[src/rtl/mips16_ctrl_pkg.sv]
// Shared constants for the mips16 multi-cycle control sequencer:
// state encodings, opcodes, ALU operation codes and PC source selects.
package mips16_ctrl_pkg;

    typedef enum logic [2:0] {
        S_IDLE   = 3'b000,
        S_FETCH  = 3'b001,
        S_DECODE = 3'b010,
        S_EXEC   = 3'b011,
        S_MEM    = 3'b100,
        S_WB     = 3'b101,
        S_HALTED = 3'b110
    } state_t;

    localparam logic [5:0] OP_R    = 6'b000000;
    localparam logic [5:0] OP_ADDI = 6'b000001;
    localparam logic [5:0] OP_ANDI = 6'b000010;
    localparam logic [5:0] OP_ORI  = 6'b000011;
    localparam logic [5:0] OP_LW   = 6'b000100;
    localparam logic [5:0] OP_SW   = 6'b000101;
    localparam logic [5:0] OP_BEQ  = 6'b000110;
    localparam logic [5:0] OP_BNE  = 6'b000111;
    localparam logic [5:0] OP_J    = 6'b001000;
    localparam logic [5:0] OP_HALT = 6'b111111;

    localparam logic [2:0] ALU_FUNCT = 3'b000;
    localparam logic [2:0] ALU_ADD   = 3'b001;
    localparam logic [2:0] ALU_AND   = 3'b010;
    localparam logic [2:0] ALU_OR    = 3'b011;
    localparam logic [2:0] ALU_SUB   = 3'b100;

    localparam logic [1:0] PC_INC    = 2'b00;
    localparam logic [1:0] PC_BRANCH = 2'b01;
    localparam logic [1:0] PC_JUMP   = 2'b10;

    // True for every opcode the sequencer knows how to step through.
    function automatic logic is_legal(input logic [5:0] op);
        logic legal;
        case (op)
            OP_R, OP_ADDI, OP_ANDI, OP_ORI, OP_LW, OP_SW,
            OP_BEQ, OP_BNE, OP_J, OP_HALT: legal = 1'b1;
            default:                       legal = 1'b0;
        endcase
        return legal;
    endfunction

endpackage

[src/rtl/mips16_mc_control_if.sv]
// Control/datapath bundle: the inputs the sequencer observes (start, IR
// opcode, ALU zero, data-memory ack) and every datapath enable it drives.
interface mips16_ctrl_if;

    logic       start;
    logic [5:0] opcode;
    logic       zero;
    logic       mem_ready;

    logic       ir_write;
    logic       pc_write;
    logic [1:0] pc_src;
    logic [2:0] alu_op;
    logic       alu_src;
    logic       reg_dst;
    logic       reg_write;
    logic       mem_to_reg;
    logic       mem_read;
    logic       mem_write;

    modport master (
        input  start, opcode, zero, mem_ready,
        output ir_write, pc_write, pc_src, alu_op, alu_src, reg_dst,
               reg_write, mem_to_reg, mem_read, mem_write
    );

    modport slave (
        output start, opcode, zero, mem_ready,
        input  ir_write, pc_write, pc_src, alu_op, alu_src, reg_dst,
               reg_write, mem_to_reg, mem_read, mem_write
    );

endinterface

[src/rtl/mips16_alu_op_decode.sv]
// Pure lookup from the latched opcode to the ALU operation, the ALU B-input
// select and the write-back register select. The sequencer decides when
// these values actually reach the datapath.
module mips16_alu_op_decode
    import mips16_ctrl_pkg::*;
(
    input  logic [5:0] op,
    output logic [2:0] alu_op,
    output logic       alu_src,
    output logic       reg_dst
);

    // Immediate forms and address calculation use the sign-extended field;
    // only R-type writes back to rd.
    always_comb begin
        alu_op  = ALU_FUNCT;
        alu_src = 1'b0;
        reg_dst = 1'b0;
        case (op)
            OP_R:          reg_dst = 1'b1;
            OP_ADDI:       begin alu_op = ALU_ADD; alu_src = 1'b1; end
            OP_ANDI:       begin alu_op = ALU_AND; alu_src = 1'b1; end
            OP_ORI:        begin alu_op = ALU_OR;  alu_src = 1'b1; end
            OP_LW, OP_SW:  begin alu_op = ALU_ADD; alu_src = 1'b1; end
            OP_BEQ, OP_BNE: alu_op = ALU_SUB;
            default:       ;
        endcase
    end

endmodule

[src/rtl/mips16_mc_control.sv]
// Multi-cycle control sequencer for the mips16 datapath. Steps each
// instruction through FETCH/DECODE/EXEC/MEM/WB, waits in MEM for the data
// memory ack with a timeout guard, and counts retired instructions.
module mips16_mc_control
    import mips16_ctrl_pkg::*;
#(
    parameter int MEM_TIMEOUT = 15,
    parameter int COUNT_W     = 16
) (
    input  logic               clock,
    input  logic               reset_n,
    mips16_ctrl_if.master      bus,
    output logic [2:0]         state,
    output logic               busy,
    output logic               halted,
    output logic               illegal_op,
    output logic               mem_timeout,
    output logic [COUNT_W-1:0] instr_count
);

    localparam logic [7:0] WAIT_LAST = 8'(MEM_TIMEOUT - 1);

    state_t     state_q;
    state_t     state_d;
    logic [5:0] op_q;
    logic [7:0] wait_cnt;
    logic       retire;
    logic       set_illegal;
    logic       set_timeout;
    logic [2:0] dec_alu_op;
    logic       dec_alu_src;
    logic       dec_reg_dst;

    mips16_alu_op_decode u_alu_op_decode (
        .op      (op_q),
        .alu_op  (dec_alu_op),
        .alu_src (dec_alu_src),
        .reg_dst (dec_reg_dst)
    );

    assign state  = state_q;
    assign busy   = (state_q != S_IDLE) && (state_q != S_HALTED);
    assign halted = (state_q == S_HALTED);

    // State register, latched opcode, MEM wait counter, sticky error flags
    // and the saturating retired-instruction counter.
    always_ff @(posedge clock or negedge reset_n) begin
        if (!reset_n) begin
            state_q     <= S_IDLE;
            op_q        <= '0;
            wait_cnt    <= '0;
            illegal_op  <= 1'b0;
            mem_timeout <= 1'b0;
            instr_count <= '0;
        end else begin
            state_q <= state_d;
            if (state_q == S_DECODE)
                op_q <= bus.opcode;
            if (state_q == S_EXEC)
                wait_cnt <= '0;
            else if (state_q == S_MEM)
                wait_cnt <= wait_cnt + 8'd1;
            if (set_illegal)
                illegal_op <= 1'b1;
            if (set_timeout)
                mem_timeout <= 1'b1;
            if (retire && (instr_count != '1))
                instr_count <= instr_count + 1'b1;
        end
    end

    // Next state and datapath enables. Enables come from the registered
    // state and op_q; DECODE reads the opcode straight from the IR register,
    // and the branch PC write in EXEC follows the live ALU zero flag.
    always_comb begin
        state_d        = state_q;
        retire         = 1'b0;
        set_illegal    = 1'b0;
        set_timeout    = 1'b0;
        bus.ir_write   = 1'b0;
        bus.pc_write   = 1'b0;
        bus.pc_src     = PC_INC;
        bus.alu_op     = ALU_FUNCT;
        bus.alu_src    = 1'b0;
        bus.reg_dst    = 1'b0;
        bus.reg_write  = 1'b0;
        bus.mem_to_reg = 1'b0;
        bus.mem_read   = 1'b0;
        bus.mem_write  = 1'b0;
        case (state_q)
            S_IDLE: begin
                if (bus.start)
                    state_d = S_FETCH;
            end
            S_FETCH: begin
                bus.ir_write = 1'b1;
                bus.pc_write = 1'b1;
                bus.pc_src   = PC_INC;
                state_d      = S_DECODE;
            end
            S_DECODE: begin
                if (bus.opcode == OP_J) begin
                    bus.pc_write = 1'b1;
                    bus.pc_src   = PC_JUMP;
                    retire       = 1'b1;
                    state_d      = S_FETCH;
                end else if (bus.opcode == OP_HALT) begin
                    retire  = 1'b1;
                    state_d = S_HALTED;
                end else if (!is_legal(bus.opcode)) begin
                    set_illegal = 1'b1;
                    state_d     = S_HALTED;
                end else begin
                    state_d = S_EXEC;
                end
            end
            S_EXEC: begin
                bus.alu_op  = dec_alu_op;
                bus.alu_src = dec_alu_src;
                if ((op_q == OP_BEQ) || (op_q == OP_BNE)) begin
                    bus.pc_src   = PC_BRANCH;
                    bus.pc_write = (op_q == OP_BEQ) ? bus.zero : ~bus.zero;
                    retire       = 1'b1;
                    state_d      = S_FETCH;
                end else if ((op_q == OP_LW) || (op_q == OP_SW)) begin
                    state_d = S_MEM;
                end else begin
                    state_d = S_WB;
                end
            end
            S_MEM: begin
                bus.mem_read  = (op_q == OP_LW);
                bus.mem_write = (op_q == OP_SW);
                if (bus.mem_ready) begin
                    if (op_q == OP_LW) begin
                        state_d = S_WB;
                    end else begin
                        retire  = 1'b1;
                        state_d = S_FETCH;
                    end
                end else if (wait_cnt == WAIT_LAST) begin
                    set_timeout = 1'b1;
                    state_d     = S_HALTED;
                end
            end
            S_WB: begin
                bus.reg_write  = 1'b1;
                bus.reg_dst    = dec_reg_dst;
                bus.mem_to_reg = (op_q == OP_LW);
                retire         = 1'b1;
                state_d        = S_FETCH;
            end
            S_HALTED: state_d = S_HALTED;
            default:  state_d = S_IDLE;
        endcase
    end

endmodule

[src/flat_wrapper.sv]
// flat-port wrapper written by rule: the top's interface ports become plain ports
module mips16_mc_control_flat import mips16_ctrl_pkg::*;
#(
    parameter int MEM_TIMEOUT = 15,
    parameter int COUNT_W     = 16
)
  (clock, reset_n, state, busy, halted, illegal_op, mem_timeout, instr_count, bus_start, bus_opcode, bus_zero, bus_mem_ready, bus_ir_write, bus_pc_write, bus_pc_src, bus_alu_op, bus_alu_src, bus_reg_dst, bus_reg_write, bus_mem_to_reg, bus_mem_read, bus_mem_write);
  mips16_ctrl_if bus_i ();
  input  logic clock;
  input  logic reset_n;
  output logic [2:0] state;
  output logic busy;
  output logic halted;
  output logic illegal_op;
  output logic mem_timeout;
  output logic [COUNT_W-1:0] instr_count;
  input wire logic [$bits(bus_i.start)-1:0] bus_start;
  input wire logic [$bits(bus_i.opcode)-1:0] bus_opcode;
  input wire logic [$bits(bus_i.zero)-1:0] bus_zero;
  input wire logic [$bits(bus_i.mem_ready)-1:0] bus_mem_ready;
  output wire logic [$bits(bus_i.ir_write)-1:0] bus_ir_write;
  output wire logic [$bits(bus_i.pc_write)-1:0] bus_pc_write;
  output wire logic [$bits(bus_i.pc_src)-1:0] bus_pc_src;
  output wire logic [$bits(bus_i.alu_op)-1:0] bus_alu_op;
  output wire logic [$bits(bus_i.alu_src)-1:0] bus_alu_src;
  output wire logic [$bits(bus_i.reg_dst)-1:0] bus_reg_dst;
  output wire logic [$bits(bus_i.reg_write)-1:0] bus_reg_write;
  output wire logic [$bits(bus_i.mem_to_reg)-1:0] bus_mem_to_reg;
  output wire logic [$bits(bus_i.mem_read)-1:0] bus_mem_read;
  output wire logic [$bits(bus_i.mem_write)-1:0] bus_mem_write;
  assign bus_i.start = bus_start;
  assign bus_i.opcode = bus_opcode;
  assign bus_i.zero = bus_zero;
  assign bus_i.mem_ready = bus_mem_ready;
  assign bus_ir_write = bus_i.ir_write;
  assign bus_pc_write = bus_i.pc_write;
  assign bus_pc_src = bus_i.pc_src;
  assign bus_alu_op = bus_i.alu_op;
  assign bus_alu_src = bus_i.alu_src;
  assign bus_reg_dst = bus_i.reg_dst;
  assign bus_reg_write = bus_i.reg_write;
  assign bus_mem_to_reg = bus_i.mem_to_reg;
  assign bus_mem_read = bus_i.mem_read;
  assign bus_mem_write = bus_i.mem_write;
  mips16_mc_control #(.MEM_TIMEOUT(MEM_TIMEOUT), .COUNT_W(COUNT_W)) u_core (.clock(clock), .reset_n(reset_n), .bus(bus_i), .state(state), .busy(busy), .halted(halted), .illegal_op(illegal_op), .mem_timeout(mem_timeout), .instr_count(instr_count));
endmodule
[config.mk]
export PLATFORM = sky130hd
export DESIGN_NAME = mips16_mc_control_flat
export DESIGN_NICKNAME = d
export VERILOG_FILES = /design/src/rtl/mips16_ctrl_pkg.sv /design/src/rtl/mips16_mc_control_if.sv /design/src/rtl/mips16_alu_op_decode.sv /design/src/rtl/mips16_mc_control.sv /design/src/flat_wrapper.sv
export SDC_FILE = /design/constraint.sdc
export NUM_CORES = 1
export LEC_CHECK = 0
export BUFFER_PORTS_ARGS = -buffer_cell sky130_fd_sc_hd__buf_2
export CAP_MARGIN = 25
export CORE_MARGIN = 3
export CORE_UTILIZATION = 48
export DETAILED_ROUTE_END_ITERATION = 16
export GPL_TIMING_DRIVEN = 0
export PLACE_DENSITY = 0.77
export SYNTH_ARGS = -nofsm -noshare
export SYNTH_HDL_FRONTEND = slang
export SYNTH_SLANG_ARGS = --single-unit
export TNS_END_PERCENT = 50
[constraint.sdc]
create_clock -name clock -period 1.9 [get_ports clock]
set_input_delay 0.19 -clock clock [delete_from_list [all_inputs] [get_ports clock]]
set_output_delay 0.19 -clock clock [all_outputs]
set_load 0.01 [all_outputs]
## After elaboration in Yosys (flattened, before gate mapping)

Index checks and enable logic that the tools add are counted.
Widths: inputs -> output; s select.

- Flip-flop bits (word level): 35
- Bits of input ports: 11
- Logic and storage cells: 97

- Add/sub/neg operators: 2
- Equal/unequal tests: 27
- Muxes and demuxes: 47
- Bitwise operators: 1
- Reductions and logical operators: 14

Operators by type and width:

| kind | number |
|---|---|
| $eq 6x3->1 const B | 8 |
| $mux 1 | 30 |
| $mux 3 | 9 |
| $eq 6x2->1 const B | 4 |
| $pmux 3 s7 | 1 |
| $add 16x1->16 const B | 1 |
| $mux 8 | 2 |
| $ne 16x16->1 const B | 1 |
| $eq 6x1->1 const B | 2 |
| $logic_not 6->1 | 2 |
| $pmux 3 s4 | 1 |
| $reduce_or 10->1 | 1 |
| $eq 3x3->1 const B | 3 |
| $add 8x1->8 const B | 1 |
| $eq 8x4->1 const B | 1 |
| $eq 3x2->1 const B | 2 |
| $eq 6x4->1 const B | 1 |
| $eq 6x6->1 const B | 1 |
| $ne 3x3->1 const B | 2 |
| $reduce_or 5->1 | 1 |
| $pmux 1 s4 | 1 |
| $pmux 2 s2 | 1 |
| $eq 3x1->1 const B | 1 |
| $logic_not 3->1 | 1 |
| 11 further kinds | 13 |

## Depth between registers and ports, before layout

- Depth after elaboration: 10
- Mapped depth: 8
- Depth with buffers taken out: 7

## Modules after synthesis

From an unflattened synthesis, not the netlist that was laid out.

- Cell total of the unflattened synthesis: 206
- Area, all modules: 2,095.8 um^2

By module, submodules not included:

| module | times used | cells an instance | area each (um^2) |
|---|---|---|---|
| mips16_mc_control | 1 | 196 | 2,016.9 |
| mips16_alu_op_decode | 1 | 10 | 78.8 |

## Least setup slack after synthesis

OpenSTA, ideal clock, no wires.

- Path kind: register to register
- Start: reg u_core.state_q[2], in the netlist u_core.state[2]
- End: reg u_core.instr_count[1]
- Library setup time: 128 ps
- Data arrival time: 1,981 ps
- Data required time: 1,772 ps
- Path slack: -209 ps
- Cell stages (with the launch flop): 8
- Path buffers: 2
- Cell sequence: dfrtp_1 -> buf_4 -> and3b_1 -> and3_1 -> a31o_2 -> o31ai_4 -> buf_4 -> mux2_1

- Cells in the longest elaborated chain, start to end: 3
- Elaborated cells between the ends (all ways): 6
- Classes of those cells: eq/ne: 4; mux: 1; reduce/logical: 1

Ends and longest elaborated chain:

| item | line | text |
|---|---|---|
| start, declared | mips16_mc_control.sv:23 | `state_t state_q;` |
| start signal, assigned | mips16_mc_control.sv:56 | `state_q <= state_d;` |
| $eq 3x3->1 / $eq 3x2->1 (equally long branches) | mips16_mc_control.sv:90 | `case (state_q)` |
| $pmux 1 s4 (*) | mips16_mc_control.sv:90 |  |
| $logic_and 1x1->1 (*) | mips16_mc_control.sv:67 | `if (retire && (instr_count != '1))` |
| end signal, assigned | mips16_mc_control.sv:68 | `instr_count <= instr_count + 1'b1;` |
| end, declared | mips16_mc_control.sv:18 | `output logic [COUNT_W-1:0] instr_count` |

Every way passes the cells marked *; elsewhere a longest branch is shown, timed or not.
A chain may end at the register's enable or synchronous reset.

## Worst setup path in the final report

- Start: reg u_core.op_q[3]
- End: reg u_core.instr_count[1]

- Cells in the longest elaborated chain, start to end: 5
- Elaborated cells between the ends (all ways): 9
- Classes of those cells: eq/ne: 3; mux: 4; reduce/logical: 2

Ends and longest elaborated chain:

| item | line | text |
|---|---|---|
| start, declared | mips16_mc_control.sv:25 | `logic [5:0] op_q;` |
| start signal, assigned | mips16_mc_control.sv:58 | `op_q <= bus.opcode;` |
| $eq 6x3->1 (on tied branches) | mips16_mc_control.sv:135, mips16_mc_control.sv:120 |  |
| $mux 1 / $logic_or 1x1->1 (equally long branches) | mips16_mc_control.sv:135, mips16_mc_control.sv:120 |  |
| $mux 1 (on tied branches) | mips16_mc_control.sv:134, mips16_mc_control.sv:120 |  |
| $pmux 1 s4 (*) | mips16_mc_control.sv:90 |  |
| $logic_and 1x1->1 (*) | mips16_mc_control.sv:67 |  |

Marks and branches as above.

==> impl_metrics.yaml <==
drt:
  vias: 1820
  wire_per_inst_um: 15.35
  drc_errors: 0
  via_per_inst: 5.723
  drtIter0Drc: 81
  dr.pass1.iters: 4
  routed_wl_um: 4881
  drtAntennaViolNets: 0
pwr:
  powerDensity_nw_per_um2: 1252
  combinationalPowerShare_pct: 47.2
  cellLeakagePower_nw: 1.190
  seq_power_share_pct: 37.0
  power.internal_mw: 1.867
  clkPwrFrac_pct: 15.8
  swShare_pct: 40.72
  p_sw_mw: 1.282
  irDropWorstVdd_uv: 871.6
placed_design:
  gp_congestion: 0.7666
  hpwl_um: 3437
  preCtsSetupSlack_ns: -0.2504
  placedCellCount: 305
  portBuffers: 46
worst_setup_path:
  worstReg2RegStart: "u_core.op_q[3]"
  r2r-end: "u_core.instr_count[1]"
  timing.critical_path.from: "u_core.op_q[3]"
  r2r_slack_ns: -0.19
  critPathMaxFanout: 5
  reg2regPathDepth: 6
  required_ns: 2.08
  cp_data_arrival_time_ns: 2.26
  criticalPathCategory: "register to register"
  crit_path_start_kind: "register"
  worstSetupEndpointType: "register"
sta:
  rsz0062_at_grt: "true"
  worst_slew_pin_slew_ns: 0.7622
  final-max-slew-violation-count: 0
  slew_headroom_pct: 49.18
  clock.fmax_ghz: 0.4790
  fin_crit_ns: 2.088
  fin_crit_sh_pct: 109.9
  fin_setup_tns_ns: -2.287
  hold_viol_final: 0
  skew_ns: 0.008330
  finalSetupViolations: 21
  worst_hold_slack_ns: 0.1654
  fin_ws_ns: -0.1876
synth:
  ys_ff_latch: 35
  synth_largest_area_cell: "dfrtp_1"
  synth_edf_count: 0
  ys_seq_area_share_pct: 44.33
  synthArstFlopShare_pct: 100.0
  syn_nets: 225
  synth_most_common_cell: "dfrtp_1"
  synthCells: 211
  yosysWarningCount: 0
  synth_cell_type_count: 48
  synthFlopType: "dfrtp_1"
  avgSynthCellArea_um2: 9.363
  synth_area_um2: 1976
  yosysTopAreaCellShare_pct: 44.33
  yosys-top-cells-area: "dfrtp_1 44%, nor2_1 4.2%, xor2_1 4.0%, o21ai_0 3.8%, mux2_2 2.8%"
  ys_top_cells_by_count: "35 x dfrtp_1, 22 x nor2_1, 15 x nand2_1, 15 x o21ai_0, 11 x nor3_1"
worst_hold_path:
  worstHoldStart: "bus_opcode[0]"
  hp-class: "input port to register"
  whs_endpoint: "u_core.op_q[0]"
  holdPathStages: 2
layout:
  final_core_util_pct: 66.24
  antenna_cells: 0
  final_nets: 285
  fillerInstances: 331
  area_growth_pct: 27.36
  drive_above_1_share_pct: 34.81
  layoutNonFillerInstCount: 318
status:
  status: "finished, violations left"
  violations: "negative setup slack"
flow_run:
  cap_violations: 0
global_route:
  antenna_found_initial: 0
  grt_usage_pct: 21.07
  grt_pass1_vias: 1754
  grt_pass1_wl_um: 8314
  grt_max_degree: 36
  globalRoute.totalOverflow: 0
die:
  die_w_um: 70.16
  coreArea_um2: 3799
  die_h_um: 70.16
  boundaryPins: 47
  dieArea_um2: 4922
  start_util_pct: 52.01
  num_rows: 22
clock_tree:
  cts_tree: "yes"
  root_buffer: "clkbuf_8"
  clock_sinks: 35
  cts_made_buffers: 5
  clk_pin_slew_ns: 0.07
  clock_latency_ns: 0.29
  h-tree-depth: 2
  ctsLongestPathBuffers: 2
==> per-layer routing <==
| layer | up-vias | track usage [%] | share of wire [%] |
|---|---|---|---|
| met4 | 0 | 5.106 | 1.1 |
| met3 | 6 | 5.468 | 5.8 |
| met5 | - | 0 | 0 |
| li1 | 885 | - | - |
| met2 | 58 | 35.68 | 49 |
| met1 | 871 | 26.79 | 44 |
==> state kept, by name, indices dropped and copies added (netlist names) <==
signal / cells
u_core.illegal_op: 1
u_core.instr_count: 16
u_core.mem_timeout: 1
u_core.op_q: 6
u_core.state: 3
u_core.wait_cnt: 8
==> worst max-delay path: stages, from the launching register on <==
cell and delay, ns:
dfrtp_1 0.42, or4b_4 0.52, o211ai_2 0.20, nand2_2 0.11
o31ai_4 0.27, buf_6 0.17, mux2_4 0.30
==> repair_timing <==
item,CTS,global route
pin swaps,1,2
buffers inserted,6,0
hold buffers,1,0
setup endpoints to repair,23,27
gates resized for setup,13,9
cloned,1,0
hold endpoints to repair,4,0
==> final cells by class <==
cell class / instances / area, um^2 / area share (%)
Multi-Input combinational cell: 159 / 1127 / 44.80
Sequential cell: 35 / 875.8 / 34.81
Timing Repair Buffer: 54 / 290.3 / 11.54
Clock buffer: 6 / 72.57 / 2.884
Buffer: 8 / 60.06 / 2.387
Tap cell: 48 / 60.06 / 2.387
Inverter: 8 / 30.03 / 1.193
==> power groups by stage <==
stage,Sequential (mW),Combinational (mW),Clock [mW]
global placement,1.16,1.24,0
CTS,1.16,1.44,0.506
finish,1.16,1.49,0.499
floorplan,1.16,0.889,0
detailed placement,1.17,1.26,0
global route,1.20,1.65,0.535
==> worst max path at each step <==
stage / cells past startpoint / to / slack (ns)
2_1_floorplan: 6 / u_core.instr_count[1] / -0.13
3_3_place_gp: 6 / u_core.instr_count[1] / -0.23
6_report: 6 / u_core.instr_count[1] / -0.19
3_5_place_dp: 6 / u_core.instr_count[1] / -0.25
5_1_grt: 6 / u_core.instr_count[1] / -0.29
4_1_cts: 5 / bus_alu_src / -0.17
==> cell families after synthesis <==
| group | count (synthesis) | share of synthesized area, % |
|---|---|---|
| AOI/OAI and AO/OA | 44 | 14.69 |
| buffers and inverters | 17 | 4.369 |
| muxes | 7 | 3.926 |
| adders and majority gates | 3 | 1.900 |
| and+or+nand+nor | 92 | 25.02 |
| xor gates and xnor gates | 13 | 5.763 |
| DFF | 35 | 44.33 |
==> per-stage QoR <==
step                      power [mW]  cell area [um^2]
after floorplan                2.049              2002
after global placement         2.403              2292
after detailed placement       2.433              2292
after CTS                      3.108              2482
after global routing           3.383              2516
final                          3.149              2516
==> cells in the final DEF, fill, tap and decap left out, types with 2 or more instances in the layout <==
cell type  instances
a21oi_1            6
a21oi_2            2
a31oi_1            4
and3_1             5
buf_2             47
buf_4              7
buf_6              2
clkbuf_1           4
clkbuf_8           6
dfrtp_1           35
ha_1               3
inv_1              8
mux2_2             5
nand2_1           15
nand3_1            7
nand4_1            7
nor2_1            22
nor2b_1            2
nor3_1             9
nor3_2             2
nor4_1             2
o21ai_0           14
o31ai_1            3
o41ai_1            2
or3_4              2
xnor2_1            4
xor2_1             9
No activity file was read; power rests on OpenSTA's default activity.
